<file path="config.mk">
export PLATFORM = sky130hd
export DESIGN_NAME = serial_subtractor
export DESIGN_NICKNAME = d
export VERILOG_FILES = /design/src/rtl/serial_subtractor.sv
export SDC_FILE = /design/constraint.sdc
export NUM_CORES = 1
export LEC_CHECK = 0
export CAP_MARGIN = 20
export CORE_AREA = 2 2 66 68
export DETAILED_ROUTE_END_ITERATION = 12
export DIE_AREA = 0 0 68 70
export HOLD_SLACK_MARGIN = 0.05
export PLACE_DENSITY = 0.72
export SYNTH_ARGS = -nofsm -noshare
export SYNTH_HDL_FRONTEND = slang
export SYNTH_SLANG_ARGS = --single-unit
</file>
<file path="constraint.sdc">
create_clock -name clk -period 1.5 [get_ports clk]
set_clock_uncertainty 0.05 [all_clocks]
set_input_delay 0.15 -clock clk [delete_from_list [all_inputs] [get_ports clk]]
set_output_delay 0.15 -clock clk [all_outputs]
set_load 0.05 [all_outputs]
</file>
<file path="src/rtl/serial_subtractor.sv">
// Bit-serial a - b, LSB first, one full-subtractor cell with a registered borrow.
// Start accepted in IDLE/DONE; result and done appear WIDTH cycles later; start ignored while busy.
module serial_subtractor #(
  parameter int WIDTH = 8
) (
  input  logic             clk,
  input  logic             rst,
  input  logic             start,
  input  logic [WIDTH-1:0] a,
  input  logic [WIDTH-1:0] b,
  output logic [WIDTH-1:0] diff,
  output logic             borrow_out,
  output logic             zero,
  output logic             ovf,
  output logic             busy,
  output logic             done
);

  localparam int CW = $clog2(WIDTH);
  localparam logic [CW-1:0] LAST = CW'(WIDTH - 1);

  typedef enum logic [1:0] {
    IDLE  = 2'd0,
    SHIFT = 2'd1,
    DONE  = 2'd2
  } state_t;

  state_t           state_q, state_d;
  logic [WIDTH-1:0] a_sr_q, a_sr_d;
  logic [WIDTH-1:0] b_sr_q, b_sr_d;
  logic [WIDTH-1:0] acc_q, acc_d;
  logic [CW-1:0]    cnt_q, cnt_d;
  logic             bw_q, bw_d;
  logic             a_msb_q, a_msb_d;
  logic             b_msb_q, b_msb_d;
  logic [WIDTH-1:0] diff_q, diff_d;
  logic             borrow_q, borrow_d;
  logic             zero_q, zero_d;
  logic             ovf_q, ovf_d;

  logic             x, y, d_bit, bw_next;
  logic [WIDTH-1:0] acc_next;

  assign x        = a_sr_q[0];
  assign y        = b_sr_q[0];
  assign d_bit    = x ^ y ^ bw_q;
  assign bw_next  = (~x & y) | (~(x ^ y) & bw_q);
  assign acc_next = {d_bit, acc_q[WIDTH-1:1]};

  always_comb begin
    state_d  = state_q;
    a_sr_d   = a_sr_q;
    b_sr_d   = b_sr_q;
    acc_d    = acc_q;
    cnt_d    = cnt_q;
    bw_d     = bw_q;
    a_msb_d  = a_msb_q;
    b_msb_d  = b_msb_q;
    diff_d   = diff_q;
    borrow_d = borrow_q;
    zero_d   = zero_q;
    ovf_d    = ovf_q;

    case (state_q)
      IDLE, DONE: begin
        if (start) begin
          a_sr_d  = a;
          b_sr_d  = b;
          a_msb_d = a[WIDTH-1];
          b_msb_d = b[WIDTH-1];
          bw_d    = 1'b0;
          cnt_d   = '0;
          state_d = SHIFT;
        end else if (state_q == DONE) begin
          state_d = IDLE;
        end
      end
      SHIFT: begin
        a_sr_d = a_sr_q >> 1;
        b_sr_d = b_sr_q >> 1;
        acc_d  = acc_next;
        bw_d   = bw_next;
        cnt_d  = cnt_q + CW'(1);
        // Result registers are only touched here, so partial sums never leak out.
        if (cnt_q == LAST) begin
          diff_d   = acc_next;
          borrow_d = bw_next;
          zero_d   = (acc_next == '0);
          ovf_d    = (a_msb_q != b_msb_q) && (d_bit != a_msb_q);
          state_d  = DONE;
        end
      end
      default: state_d = IDLE;
    endcase
  end

  always_ff @(posedge clk or posedge rst) begin
    if (rst) begin
      state_q  <= IDLE;
      a_sr_q   <= '0;
      b_sr_q   <= '0;
      acc_q    <= '0;
      cnt_q    <= '0;
      bw_q     <= 1'b0;
      a_msb_q  <= 1'b0;
      b_msb_q  <= 1'b0;
      diff_q   <= '0;
      borrow_q <= 1'b0;
      zero_q   <= 1'b0;
      ovf_q    <= 1'b0;
    end else begin
      state_q  <= state_d;
      a_sr_q   <= a_sr_d;
      b_sr_q   <= b_sr_d;
      acc_q    <= acc_d;
      cnt_q    <= cnt_d;
      bw_q     <= bw_d;
      a_msb_q  <= a_msb_d;
      b_msb_q  <= b_msb_d;
      diff_q   <= diff_d;
      borrow_q <= borrow_d;
      zero_q   <= zero_d;
      ovf_q    <= ovf_d;
    end
  end

  assign diff       = diff_q;
  assign borrow_out = borrow_q;
  assign zero       = zero_q;
  assign ovf        = ovf_q;
  assign busy       = (state_q == SHIFT);
  assign done       = (state_q == DONE);

endmodule

</file>
==> impl_metrics.yaml, run 1 <==
outcome:
  status: "complete, no violations"
setup_path:
  crit_type: "reg -> reg"
  arrival_ns: 1.59
  critPathMaxStageDelay_ns: 0.47
  r2r_cells: 5
  cp_slowest_cell: "fa_2"
  critPathLaunchType: "flop"
  cp-endpoint: "ovf"
  required_ns: 1.63
  cp_cell_sequence: "inv_2 -> fa_2 -> and3b_1 -> a21oi_1 -> o21ai_1"
  timing.rr.start: "bw_q"
  cp-startpoint: "bw_q"
  reg2reg_slack_ns: 0.05
  endpoint_kind: "flop"
  crit_fanout: 5
  worstReg2RegEnd: "ovf"
detailed_routing:
  wl_per_cell_microns: 13.0
  wl_mm: 3.49
  vias_per_cell: 5.03
  ant_nets: 0
  vias: 1353
  first_pass_iters: 4
  drtIter0Drc: 72
  drc: 0
sta:
  hold_violations: 0
  rsz0062_at_grt: "true"
  drv_slew: 0
  slew_headroom_pct: 75.5
  whs_ns: 0.160
  post-route-min-period_ns: 1.45
  worstMarginPinSlew_ns: 0.366
  fmax_mhz: 688
  setup_viol: 0
  period_share_pct: 96.9
finish:
  fin_util_pct: 55.3
  areaGrowthSynthToFinish_pct: 28.8
  drive_above_1_share_pct: 21.2
  multiInputGateArea_sq_um: 683
  stdcell_count: 269
  diodes: 0
  finalNetCount: 238
  register_area_sq_um: 1050
  layout_common_cells: "nand2_1, dfrtp_1, buf_4, clkdlybuf4s50_1, nor2_1"
  layout_commonest_cell: "nand2_1"
  fill_cells: 370
yosys:
  synth.avg_cell_area_sq_um: 10.1
  ys_warn_count: 0
  syn_inst: 177
  synth_cell_types: 22
  synth_edf_count: 0
  synth_area_leader_cell: "dfrtp_1"
  ys_seq_area_share_pct: 59.1
  synth-seq-cells: 42
  syn_area_sq_um: 1780
  netlist_top_cells_area: "dfrtp_1, nand2_1, a31oi_1"
  synthArstFlopShare_pct: 100
  yosysTopAreaCellShare_pct: 59.1
  synth_top_flop_cell: "dfrtp_1"
  synth_nets: 199
global_route:
  grt_max_degree: 43
  grt_pass1_wl_mm: 5.80
  grt_pass1_vias: 1274
  antenna_found_initial: 0
  globalRouteOverflowTotal: 0
  track_usage_pct: 16.6
place:
  port_buffers: 31
  place_hpwl_mm: 2.34
  placed_cells: 258
  place_congestion: 0.703
job:
  drv_cap: 0
power_and_ir_drop:
  pwr-share-comb_pct: 46.9
  pwr-share-seq_pct: 39.1
  ir_drop_uv: 815
  netSwitchingFraction_pct: 42.4
  power.switching_mw: 2.23
  p_int_mw: 3.03
  p_per_area_nw_per_um2: 2300
  p_leak_nw: 1.10
  power.share.clock_pct: 14.0
  totalPowerFinal_mw: 5.26
clock_tree:
  htree_num_levels: 2
  cts.sinks: 42
  clk_pin_slew_ns: 0.07
  cts_buffers: 5
  insertion_delay_ns: 0.29
  cts_tree: "built"
  cts_buffer_depth: 2
  clockRootBuffer: "clkbuf_8"
floorplanning:
  initial_core_util_pct: 42.9
  core_sq_um: 4140
  ios: 32
  die_y_microns: 70
  die_x_microns: 68
  design.die.area_sq_um: 4760
  rows: 24
hold_path:
  hold_class: "in -> async"
critical path: cells and delay by family, from the launching register on:
| kind | cells | cell delay, ns |
|---|---|---|
| flip-flops | 1 | 0.40 |
| AND/OR/NAND/NOR | 1 | 0.18 |
| buffers and inverters | 1 | 0.07 |
| AO/OA/AOI/OAI | 2 | 0.19 |
| adder cells (fa/ha/maj) | 1 | 0.47 |
power groups by stage:
stage | Sequential, mW | Combinational (mW) | Clock [mW]
after floorplan | 2.45 | 1.34 | 0
after global placement | 2.03 | 2.36 | 0
after detailed placement | 2.06 | 2.42 | 0
after CTS | 2.04 | 2.45 | 0.757
after global routing | 2.12 | 2.74 | 0.806
final | 2.06 | 2.47 | 0.738
worst min-delay path by stage:
stage          start  cells after the start  slack (ns)       to
5_1_grt          rst                      3        0.18  diff[6]
6_report         rst                      3        0.16  diff[0]
3_3_place_gp    zero                      2        0.42     zero
2_1_floorplan   a[7]                      2        0.21  a_msb_q
3_5_place_dp    zero                      2        0.43     zero
4_1_cts          rst                      3        0.18  diff[5]
synth_stat cells (2+ instances only):
| library cell | number |
|---|---|
| mux2_4 | 3 |
| nand2_1 | 59 |
| buf_2 | 4 |
| inv_1 | 5 |
| o21ai_0 | 5 |
| buf_4 | 4 |
| dfrtp_1 | 42 |
| mux2_2 | 5 |
| a22o_1 | 4 |
| clkbuf_1 | 2 |
| a31oi_1 | 14 |
| nor2b_1 | 2 |
| nor2_1 | 16 |
| nor4_1 | 2 |
| nand2b_1 | 2 |
| ha_1 | 2 |
layout make-up:
type	count	share of cell area [%]
clock buffer	7	3.77
clock inverter	1	0.218
inverter	5	0.819
multi-input combinational	121	29.8
sequential	42	45.9
tap	52	2.84
timing repair buffer	41	16.6
sequential cells by signal, summed over array words and instances (netlist names):
name / count
a_msb_q: 1
a_sr_q: 8
acc_q: 7
b_msb_q: 1
b_sr_q: 8
borrow_out: 1
bw_q: 1
cnt_q: 3
diff: 8
ovf: 1
state_q: 2
zero: 1
metal layers:
layer | global-route usage (%) | share of wire, %
met1 | 21.7 | 44
met2 | 24.7 | 49
met3 | 4.51 | 4.7
met4 | 8.89 | 2.5
met5 | 0 | 0
cells by family after synthesis:
| kind of cell | synth area share [%] |
|---|---|
| flops | 59.1 |
| buf+inv | 4.29 |
| simple gates | 19.3 |
| fa+ha+maj | 2.53 |
| compound gates | 9.07 |
| mux | 5.70 |
metrics by stage:
stage	setup WS, ns	cell area [sq um]	TNS (ns)
after floorplan	0.0156	1790	0
after global placement	0.0229	2160	0
after detailed placement	-0.0182	2160	-0.0583
after CTS	0.00348	2280	0
after global routing	-0.0201	2290	-0.0463
final	0.0458	2290	0
timing repair:
action | CTS | global route
cloned | 1 | 0
gates resized for setup | 2 | 6
endpoints found under the setup margin | 6 | 4
pin swaps | 2 | 2
hold buffers | 0 | 0
setup buffers | 2 | 0
(Power assumes the default switching activity.)
==> run 2, diff against run 1 <==
--- a/config.mk
+++ b/config.mk
@@ -13,2 +13,3 @@
 export PLACE_DENSITY = 0.72
+export SETUP_SLACK_MARGIN = 0.4
 export SYNTH_ARGS = -nofsm -noshare
--- a/constraint.sdc
+++ b/constraint.sdc
@@ -4,2 +4,2 @@
 set_output_delay 0.15 -clock clk [all_outputs]
-set_load 0.05 [all_outputs]
+set_load 0.1 [all_outputs]
==> run 2 against run 1 <==
  * The flow now finishes with violations (negative setup slack)
  * Register-to-register slack got worse by 0.05 ns
  * Core utilization rose by 14 points
  * First-iteration DRC count decreased by 22%
==> impl_metrics.yaml, run 2 (synthesis gave the netlist of run 1 again) <==
floorplanning:
  core_sq_um: 4140
  die_y_microns: 70
  design.die.area_sq_um: 4760
  die_x_microns: 68
  ios: 32
  initial_core_util_pct: 42.9
  rows: 24
clock_tree:
  clockRootBuffer: "clkbuf_8"
  cts_buffer_depth: 2
  postCtsHoldBufs: 0
  cts_tree: "built"
  cts.sinks: 42
  clk_pin_slew_ns: 0.07
  htree_num_levels: 2
  insertion_delay_ns: 0.30
  cts_buffers: 5
detailed_routing:
  wl_per_cell_microns: 14.6
  drc: 0
  ant_nets: 0
  drtIter0Drc: 56
  vias: 1483
  wl_mm: 4.28
  first_pass_iters: 4
  vias_per_cell: 5.04
global_route:
  grt_max_degree: 43
  track_usage_pct: 19.3
  antenna_found_initial: 0
  grt_pass1_vias: 1416
  globalRouteOverflowTotal: 0
  grt_pass1_wl_mm: 6.71
setup_path:
  crit_fanout: 5
  critPathLaunchType: "flop"
  reg2reg_slack_ns: -0.003
  required_ns: 1.63
  cp_cell_sequence: "inv_2 -> fa_2 -> and3b_1 -> a21oi_1 -> o21ai_1"
  endpoint_kind: "flop"
  cp_slowest_cell: "fa_2"
  arrival_ns: 1.64
  worstReg2RegEnd: "ovf"
  r2r_cells: 5
  critPathMaxStageDelay_ns: 0.48
  crit_type: "reg -> reg"
  timing.rr.start: "b_sr_q[0]"
power_and_ir_drop:
  ir_drop_uv: 928
  p_leak_nw: 1.37
  totalPowerFinal_mw: 7.34
  p_per_area_nw_per_um2: 2550
finish:
  layout_common_cells: "nand2_1, dfrtp_1, clkdlybuf4s50_1, buf_4"
  finalNetCount: 263
  diodes: 0
  areaGrowthSynthToFinish_pct: 61.6
  drive_above_1_share_pct: 42.1
  fin_util_pct: 69.4
outcome:
  failed_checks: "negative setup slack"
  status: "finished with violations"
sta:
  worst_slack_ns: -0.00305
  slew_headroom_pct: 85.4
  period_share_pct: 100
  rsz0062_at_grt: "true"
  worstMarginPinSlew_ns: 0.217
  drv_slew: 0
  finalSetupTns_ns: -0.00305
  post-route-min-period_ns: 1.50
  fmax_mhz: 665
  setup_viol: 1
  hold_violations: 0
job:
  drv_cap: 0
place:
  dpl_worst_slack_ns: -0.00430
  place_hpwl_mm: 2.36
  place_congestion: 0.744
  port_buffers: 31
hold_path:
  hold_class: "in -> async"
## run 2: worst max path at each step
stage	start	to	slack [ns]	depth (start not counted)
2_1_floorplan	bw_q	ovf	0.09	5
3_3_place_gp	bw_q	ovf	0.06	5
3_5_place_dp	bw_q	zero	-0.004	5
4_1_cts	b_sr_q[0]	ovf	0.005	5
5_1_grt	bw_q	ovf	-0.05	5
6_report	b_sr_q[0]	ovf	-0.003	5
## run 2: critical path, delay by kind of cell, from the launching register on
family | cells | cell delay, ns
DFF | 1 | 0.40
adders and majority gates | 1 | 0.48
buffers and inverters | 1 | 0.08
AOI/OAI and AO/OA | 2 | 0.20
and+or+nand+nor | 1 | 0.19
## run 2: through the flow
stage | hold slack [ns] | area [sq um] | std cells
floorplan | 0.0915 | 1880 | 177
global placement | 0.423 | 2360 | 256
detailed placement | 0.429 | 2360 | 256
CTS | 0.206 | 2650 | 277
global route | 0.226 | 2880 | 294
finish | 0.194 | 2880 | 294
## run 2: power by group
group	internal [mW]	leakage (nW)	switching [mW]
logic	2.03	0.820	2.49
registers	1.68	0.507	0.455
clock network	0.322	0.0450	0.367
total	4.03	1.37	3.31
## run 2: area by class of cell
cell class              count  area [sq um]
clock inverters             2          10.0
clock buffers               6          72.6
repair inverters            1          6.26
multi-input cells         124           880
repair buffers             62           759
flip-flops and latches     42          1050
fillers                   309          1270
inverters                   5          30.0
well taps                  52          65.1
## run 2: what timing repair did
item	4_1_cts	5_1_grt
gates resized for setup	35	25
pin swaps	25	23
setup endpoints to repair	45	50
gates cloned	4	2
buffers inserted	9	15
endpoints found under the hold margin	0	0
## run 2: per-layer routing
layer	part of all wire, %	global-route usage (%)
met5	0	0
met4	2.0	6.00
met3	4.1	5.48
met2	55	34.0
met1	39	22.0
